File: src/rtl/seven_segment_capture_if.sv
// Bundles the multiplexed display bus and the captured-frame VALID/READY stream.
// master = capture block (consumes the display, sources frames); slave = environment.
interface seven_segment_capture_if;
  logic [3:0]  an;
  logic        ca;
  logic        cb;
  logic        cc;
  logic        cd;
  logic        ce;
  logic        cf;
  logic        cg;
  logic [15:0] data;
  logic        valid;
  logic        ready;
  logic [3:0]  dig_ok;
  logic        ovr;

  modport master (
    input  an, ca, cb, cc, cd, ce, cf, cg, ready,
    output data, valid, dig_ok, ovr
  );

  modport slave (
    output an, ca, cb, cc, cd, ce, cf, cg, ready,
    input  data, valid, dig_ok, ovr
  );
endinterface

File: src/rtl/seven_segment_capture.sv
// Recovers the 16-bit hex word shown on a multiplexed 4-digit common-anode display.
// Define SEVEN_SEG_GLYPH_CHECK_EN to track per-digit glyph legality on DIG_OK.
module seven_segment_capture #(
  parameter int unsigned StableCycles = 4
) (
  input logic                    clk,
  input logic                    rst_n,
  seven_segment_capture_if.master bus
);

  localparam logic [7:0] StableCnt = 8'(StableCycles);

  // Lit patterns {g,f,e,d,c,b,a} indexed by nibble value.
  localparam logic [6:0] Glyph [16] = '{
    7'h3F, 7'h06, 7'h5B, 7'h4F, 7'h66, 7'h6D, 7'h7D, 7'h07,
    7'h7F, 7'h6F, 7'h77, 7'h7C, 7'h39, 7'h5E, 7'h79, 7'h71
  };

  logic [3:0]  an_s1_q, an_s2_q;
  logic [6:0]  seg_s1_q, seg_s2_q;
  logic [10:0] pat_q, pat_d;
  logic [7:0]  run_q, run_d;
  logic        taken_q, taken_d;
  logic [15:0] slot_nib_q, slot_nib_d;
  logic [3:0]  filled_q, filled_d;
  logic [15:0] data_q, data_d;
  logic        valid_q, valid_d;
  logic        ovr_q, ovr_d;

  logic        change;
  logic [3:0]  an_low;
  logic        one_low;
  logic        capture;
  logic [6:0]  lit;
  logic [3:0]  dec_nib;
  logic        complete;
  logic        load;

`ifdef SEVEN_SEG_GLYPH_CHECK_EN
  logic [3:0]  slot_ok_q, slot_ok_d;
  logic [3:0]  dig_ok_q, dig_ok_d;
  logic        dec_legal;
`endif

  always_comb begin
    pat_d   = {an_s2_q, seg_s2_q};
    change  = (pat_d != pat_q);
    an_low  = ~pat_q[10:7];
    one_low = (an_low != 4'h0) && ((an_low & (an_low - 4'd1)) == 4'h0);
    // The dwell being judged is the one recorded in pat_q; a change arriving on the
    // same edge only starts the next dwell.
    capture = (run_q == StableCnt) && one_low && !taken_q;
    lit     = ~pat_q[6:0];

    dec_nib = 4'h0;
    for (int i = 0; i < 16; i++) begin
      if (lit == Glyph[i]) dec_nib = 4'(i);
    end
`ifdef SEVEN_SEG_GLYPH_CHECK_EN
    dec_legal = (dec_nib != 4'h0) || (lit == Glyph[0]);
`endif

    if (change) begin
      run_d   = 8'd1;
      taken_d = 1'b0;
    end else begin
      run_d   = (run_q != 8'hFF) ? run_q + 8'd1 : run_q;
      taken_d = taken_q | capture;
    end

    complete   = (filled_q == 4'hF);
    slot_nib_d = slot_nib_q;
    filled_d   = complete ? 4'h0 : filled_q;
`ifdef SEVEN_SEG_GLYPH_CHECK_EN
    slot_ok_d  = slot_ok_q;
`endif
    for (int i = 0; i < 4; i++) begin
      if (capture && an_low[i]) begin
        slot_nib_d[4*i +: 4] = dec_nib;
        filled_d[i]          = 1'b1;
`ifdef SEVEN_SEG_GLYPH_CHECK_EN
        slot_ok_d[i]         = dec_legal;
`endif
      end
    end

    // A finished frame is only accepted if the output register is free this edge.
    load    = complete && (!valid_q || bus.ready);
    data_d  = load ? slot_nib_q : data_q;
    valid_d = load ? 1'b1 : (valid_q && !bus.ready);
    ovr_d   = ovr_q | (complete && !load);
`ifdef SEVEN_SEG_GLYPH_CHECK_EN
    dig_ok_d = load ? slot_ok_q : dig_ok_q;
`endif
  end

  always_ff @(posedge clk or negedge rst_n) begin
    if (!rst_n) begin
      an_s1_q    <= 4'hF;
      an_s2_q    <= 4'hF;
      seg_s1_q   <= 7'h7F;
      seg_s2_q   <= 7'h7F;
      pat_q      <= 11'h7FF;
      run_q      <= 8'd0;
      taken_q    <= 1'b0;
      slot_nib_q <= 16'h0;
      filled_q   <= 4'h0;
      data_q     <= 16'h0;
      valid_q    <= 1'b0;
      ovr_q      <= 1'b0;
    end else begin
      an_s1_q    <= bus.an;
      an_s2_q    <= an_s1_q;
      seg_s1_q   <= {bus.cg, bus.cf, bus.ce, bus.cd, bus.cc, bus.cb, bus.ca};
      seg_s2_q   <= seg_s1_q;
      pat_q      <= pat_d;
      run_q      <= run_d;
      taken_q    <= taken_d;
      slot_nib_q <= slot_nib_d;
      filled_q   <= filled_d;
      data_q     <= data_d;
      valid_q    <= valid_d;
      ovr_q      <= ovr_d;
    end
  end

`ifdef SEVEN_SEG_GLYPH_CHECK_EN
  always_ff @(posedge clk or negedge rst_n) begin
    if (!rst_n) begin
      slot_ok_q <= 4'h0;
      dig_ok_q  <= 4'h0;
    end else begin
      slot_ok_q <= slot_ok_d;
      dig_ok_q  <= dig_ok_d;
    end
  end

  assign bus.dig_ok = dig_ok_q;
`else
  assign bus.dig_ok = 4'hF;
`endif

  assign bus.data  = data_q;
  assign bus.valid = valid_q;
  assign bus.ovr   = ovr_q;

endmodule

File: src/flat_wrapper.sv
// flat-port wrapper written by rule: the top's interface ports become plain ports
module seven_segment_capture_flat 
#(
  parameter int unsigned StableCycles = 4
)
  (clk, rst_n, bus_an, bus_ca, bus_cb, bus_cc, bus_cd, bus_ce, bus_cf, bus_cg, bus_ready, bus_data, bus_valid, bus_dig_ok, bus_ovr);
  seven_segment_capture_if bus_i ();
  input logic clk;
  input logic rst_n;
  input wire logic [$bits(bus_i.an)-1:0] bus_an;
  input wire logic [$bits(bus_i.ca)-1:0] bus_ca;
  input wire logic [$bits(bus_i.cb)-1:0] bus_cb;
  input wire logic [$bits(bus_i.cc)-1:0] bus_cc;
  input wire logic [$bits(bus_i.cd)-1:0] bus_cd;
  input wire logic [$bits(bus_i.ce)-1:0] bus_ce;
  input wire logic [$bits(bus_i.cf)-1:0] bus_cf;
  input wire logic [$bits(bus_i.cg)-1:0] bus_cg;
  input wire logic [$bits(bus_i.ready)-1:0] bus_ready;
  output wire logic [$bits(bus_i.data)-1:0] bus_data;
  output wire logic [$bits(bus_i.valid)-1:0] bus_valid;
  output wire logic [$bits(bus_i.dig_ok)-1:0] bus_dig_ok;
  output wire logic [$bits(bus_i.ovr)-1:0] bus_ovr;
  assign bus_i.an = bus_an;
  assign bus_i.ca = bus_ca;
  assign bus_i.cb = bus_cb;
  assign bus_i.cc = bus_cc;
  assign bus_i.cd = bus_cd;
  assign bus_i.ce = bus_ce;
  assign bus_i.cf = bus_cf;
  assign bus_i.cg = bus_cg;
  assign bus_i.ready = bus_ready;
  assign bus_data = bus_i.data;
  assign bus_valid = bus_i.valid;
  assign bus_dig_ok = bus_i.dig_ok;
  assign bus_ovr = bus_i.ovr;
  seven_segment_capture #(.StableCycles(StableCycles)) u_core (.clk(clk), .rst_n(rst_n), .bus(bus_i));
endmodule
File: config.mk
export PLATFORM = sky130hd
export DESIGN_NAME = seven_segment_capture_flat
export DESIGN_NICKNAME = d
export VERILOG_FILES = /design/src/rtl/seven_segment_capture_if.sv /design/src/rtl/seven_segment_capture.sv /design/src/flat_wrapper.sv
export SDC_FILE = /design/constraint.sdc
export NUM_CORES = 1
export LEC_CHECK = 0
export ABC_AREA = 1
export BUFFER_PORTS_ARGS = -buffer_cell sky130_fd_sc_hd__clkbuf_2
export CAP_MARGIN = 10
export CORE_MARGIN = 4
export CORE_UTILIZATION = 45
export CTS_CLUSTER_DIAMETER = 50
export DETAILED_ROUTE_END_ITERATION = 8
export HOLD_SLACK_MARGIN = 0.06
export PLACE_DENSITY = 0.6
export SYNTH_ARGS = -nofsm -noshare
export SYNTH_HDL_FRONTEND = slang
export SYNTH_SLANG_ARGS = --single-unit
File: constraint.sdc
create_clock -name clk -period 4.1 [get_ports clk]
set_input_delay 0.82 -clock clk [delete_from_list [all_inputs] [get_ports clk]]
set_output_delay 0.82 -clock clk [all_outputs]
set_load 0.01 [all_outputs]
==> results_tabular.tex <==
\begin{tabular}{lr}
\hline
Metric & Value \\
\hline
\multicolumn{2}{l}{\textbf{Worst setup path}} \\
Crit path launch type & flop \\
Reg2reg start & u\_core.pat\_q[8]\$\_DFF\_PN1\_ \\
Slowest-stage cell, CP & sky130\_fd\_sc\_hd\_\_dfrtp\_1 \\
Number of cells on the worst reg-to-reg path & 8 \\
R2r setup slk & 2430 ps \\
Crit Path Category & flop to primary output \\
Critical path cell sequence & clkbuf\_2 \\
Crit path max-delay family & flip-flops \\
Crit path required time & 3280 ps \\
Kind of capture point of the worst setup path & primary output \\
Crit path buf inv count & 1 \\
Data arrival time of the critical path & 870 ps \\
Reg-to-Reg End & u\_core.slot\_nib\_q[0]\$\_DFFE\_PN0P\_ \\
CP Max Fanout & 2 \\
Peak per-stage delay on the critical path & 400 ps \\
\multicolumn{2}{l}{\textbf{Logic synthesis}} \\
Post-synthesis register bit count & 80 \\
Mean instance size in the synthesized netlist & 9.638 sq um \\
Synthesized instance count & 350 \\
Number of warning messages in the yosys log & 0 \\
Share of synthesized area occupied by flip-flops and latches & 60.57\% \\
Number of distinct library cells after synthesis & 31 \\
Total standard cell area after synthesis & 3373 sq um \\
\multicolumn{2}{l}{\textbf{Power and ir drop}} \\
Total Power & 1.424 mW \\
Proportion of power drawn by the clock network & 37.8\% \\
Share of power burned in combinational logic & 3.7\% \\
Largest vdd supply drop & 217.3 uV \\
Lkg Pwr & 1.811 nW \\
PD cells & 374.5 nW/um\^{}2 \\
Power dissipated by switching net loads & 0.3130 mW \\
Net switching share of the total power & 21.98\% \\
Internal portion of total power & 1.111 mW \\
Sequential fraction of design power & 58.5\% \\
\multicolumn{2}{l}{\textbf{STA}} \\
Max-slew violation total from the final report & 0 \\
Least-Margin Pin Slew & 938.1 ps \\
Fin Clk Skew & 11.33 ps \\
Final hold violation count & 0 \\
Final setup violating endpoints & 0 \\
Summed negative setup slack over all endpoints & 0 ps \\
Achievable clock frequency & 590.4 MHz \\
Tightest slew margin relative to the limit & 37.46\% \\
RSZ-0062 raised after global routing & false \\
Minimum clock period & 1694 ps \\
Post-route clock period utilization & 41.31\% \\
\multicolumn{2}{l}{\textbf{Global route}} \\
Antenna violations before repair & 0 \\
First-pass GRT wire length & 9.694 mm \\
Number of global-route vias before repair & 2109 \\
Aggregate global-route resource usage & 14.04\% \\
Grt ovf & 0 \\
Maximum number of pins on one net before global-route repair & 81 \\
\multicolumn{2}{l}{\textbf{Floorplanning}} \\
Core box area & 7253 sq um \\
Area enclosed by the die boundary & 8945 sq um \\
Horizontal extent of the die & 94.58 um \\
Effective utilization at floorplan & 46.51\% \\
Count of standard-cell rows & 31 \\
Number of primary I/O pins & 36 \\
Die Height & 94.58 um \\
\multicolumn{2}{l}{\textbf{Clock network}} \\
Post-cts sizing count & 0 \\
Clock-pin slew on the worst setup and hold paths & 80 ps \\
Clock network latency to the later pin of the worst-skew pair & 340 ps \\
CTS hold repair buffers & 0 \\
CTS root buffer & sky130\_fd\_sc\_hd\_\_clkbuf\_8 \\
Post CTS Setup Buffer Count & 0 \\
Total number of clock tree sinks & 80 \\
Clock tree from TritonCTS & yes \\
CTS Buffer Depth & 2 \\
Number of levels the H-tree was split into & 3 \\
TritonCTS buffer count & 9 \\
\multicolumn{2}{l}{\textbf{Routing}} \\
Met1 routed wirelength after detailed routing & 2.721 mm \\
DRC Markers & 0 \\
Routed wl met2 & 2.368 mm \\
Violation count after the first detailed-routing iteration & 109 \\
Number of routed nets with antenna violations & 0 \\
Total number of vias & 2261 \\
Wire length per cell & 11.12 um \\
Total Routed Length & 5.484 mm \\
Top sig layer & met4 \\
Wire length on met3 & 268 um \\
Number of search-and-repair iterations in the first detailed-routing pass & 4 \\
Via-to-Cell Ratio & 4.586 \\
\multicolumn{2}{l}{\textbf{Layout}} \\
Number of diodes & 0 \\
Filler cells & 677 \\
Layout cell share with drive strength beyond 1 & 26.40\% \\
Total Nets Final & 405 \\
Register area & 2043 sq um \\
Multi-input gate area in the final layout & 1094 sq um \\
Area added between synthesis and finish & 12.69\% \\
\multicolumn{2}{l}{\textbf{Placement}} \\
Placed wire-length estimate & 3.845 mm \\
Number of port buffers & 31 \\
Final GP Congestion & 0.8478 \\
\multicolumn{2}{l}{\textbf{Hold path}} \\
Path class of the lowest-slack min-delay path & flop to flop \\
Cell depth of the worst min-delay path & 0 \\
Capture endpoint of the worst hold path & u\_core.seg\_s2\_q[0]\$\_DFF\_PN1\_ \\
Startpoint of the most critical hold path & u\_core.seg\_s1\_q[0]\$\_DFF\_PN1\_ \\
\multicolumn{2}{l}{\textbf{Run}} \\
Number of max-cap violations & 0 \\
\multicolumn{2}{l}{\textbf{Run status}} \\
Outcome & completed \\
\hline
\end{tabular}
[per-layer routing]
metal / up-vias / GRT usage, %
li1: 1178 / -
met5: - / 0
met1: 1021 / 19.05
met3: 10 / 2.709
met2: 52 / 20.98
met4: 0 / 8.173
[power groups by stage]
stage,clock (mW),combinational [mW],sequential (mW)
global placement,0,0.0537,0.846
global route,0.592,0.0624,0.835
CTS,0.554,0.0543,0.833
floorplan,0,0.0308,0.844
finish,0.539,0.0523,0.833
detailed placement,0,0.0542,0.847
[logic make-up after synthesis]
group                      share of synthesized area, %
and+or+nand+nor                                   21.88
DFF                                               60.57
buffers and inverters                             7.344
AOI/OAI and AO/OA                                 7.790
xor gates and xnor gates                          1.558
adders and majority gates                        0.7417
other                                            0.1112
[state kept, by name, summed over array words and instances (netlist names)]
name and count:
u_core.bus.ovr 1, u_core.an_s1_q 4, u_core.seg_s2_q 7, u_core.filled_q 4
u_core.bus.valid 1, u_core.pat_q 11, u_core.taken_q 1, u_core.slot_nib_q 16
u_core.bus.data 16, u_core.an_s2_q 4, u_core.run_q 8, u_core.seg_s1_q 7
[Yosys cell counts, drive strengths merged]
cell type	n	area, sq um
o22ai	1	6.260
nor3b	1	7.510
a31oi	2	12.51
dfstp	33	867.1
a21oi	4	20.02
o41ai	1	8.760
nand3b	2	15.01
o21ai	31	200.2
nor3	9	45.04
ha	2	25.02
conb	1	3.750
o31ai	1	7.510
nor2	32	147.6
inv	52	195.2
nor4	3	33.78
nand2	91	351.6
o21bai	1	7.510
nand3	20	112.6
dfrtp	47	1176
xnor2	6	52.55
buf	6	52.55
nand4	4	25.02
[cell usage in the layout, fill, tap and decap left out, types with 9 or more instances in the layout]
cell type,count
sky130_fd_sc_hd__clkbuf_8,10
sky130_fd_sc_hd__nor3_1,9
sky130_fd_sc_hd__inv_1,48
sky130_fd_sc_hd__o21ai_0,19
sky130_fd_sc_hd__dfrtp_1,47
sky130_fd_sc_hd__nand3_1,19
sky130_fd_sc_hd__nor2_1,25
sky130_fd_sc_hd__o21ai_2,12
sky130_fd_sc_hd__clkbuf_2,30
sky130_fd_sc_hd__dfstp_2,33
sky130_fd_sc_hd__nand2_1,89
[through the flow]
step                      hold slack, ps  utilization (%)  instance area, sq um  cells  setup WS, ps
after floorplan                    345.2                -                  3385    353          2567
final                              356.3            52.41                  3801    493          2406
after CTS                          357.9            52.41                  3801    493          2384
after detailed placement           346.8            49.82                  3613    477          2360
after global routing               359.8            52.41                  3801    493          2253
after global placement             345.3            49.82                  3613    477          2390
[layout make-up]
| type | instances | area share (%) |
|---|---|---|
| multi-input cells | 215 | 28.77 |
| well taps | 99 | 3.259 |
| clock buffers | 14 | 4.575 |
| flip-flops and latches | 80 | 53.75 |
| clock inverters | 2 | 0.3621 |
| repair buffers | 31 | 4.147 |
| inverters | 52 | 5.135 |
[how the worst max path moves through the flow]
stage	cells past startpoint	slack (ps)	to	from
3_3_place_gp	6	2390	u_core.bus.data[5]$_DFFE_PN0P_	bus_ready
3_5_place_dp	6	2360	u_core.bus.data[9]$_DFFE_PN0P_	bus_ready
5_1_grt	5	2250	u_core.bus.data[13]$_DFFE_PN0P_	u_core.filled_q[0]$_DFFE_PN0P_
6_report	1	2410	bus_data[9]	u_core.bus.data[9]$_DFFE_PN0P_
4_1_cts	1	2380	bus_data[9]	u_core.bus.data[9]$_DFFE_PN0P_
2_1_floorplan	6	2570	u_core.bus.data[10]$_DFFE_PN0P_	bus_ready
No activity file was read; power rests on OpenSTA's default activity.
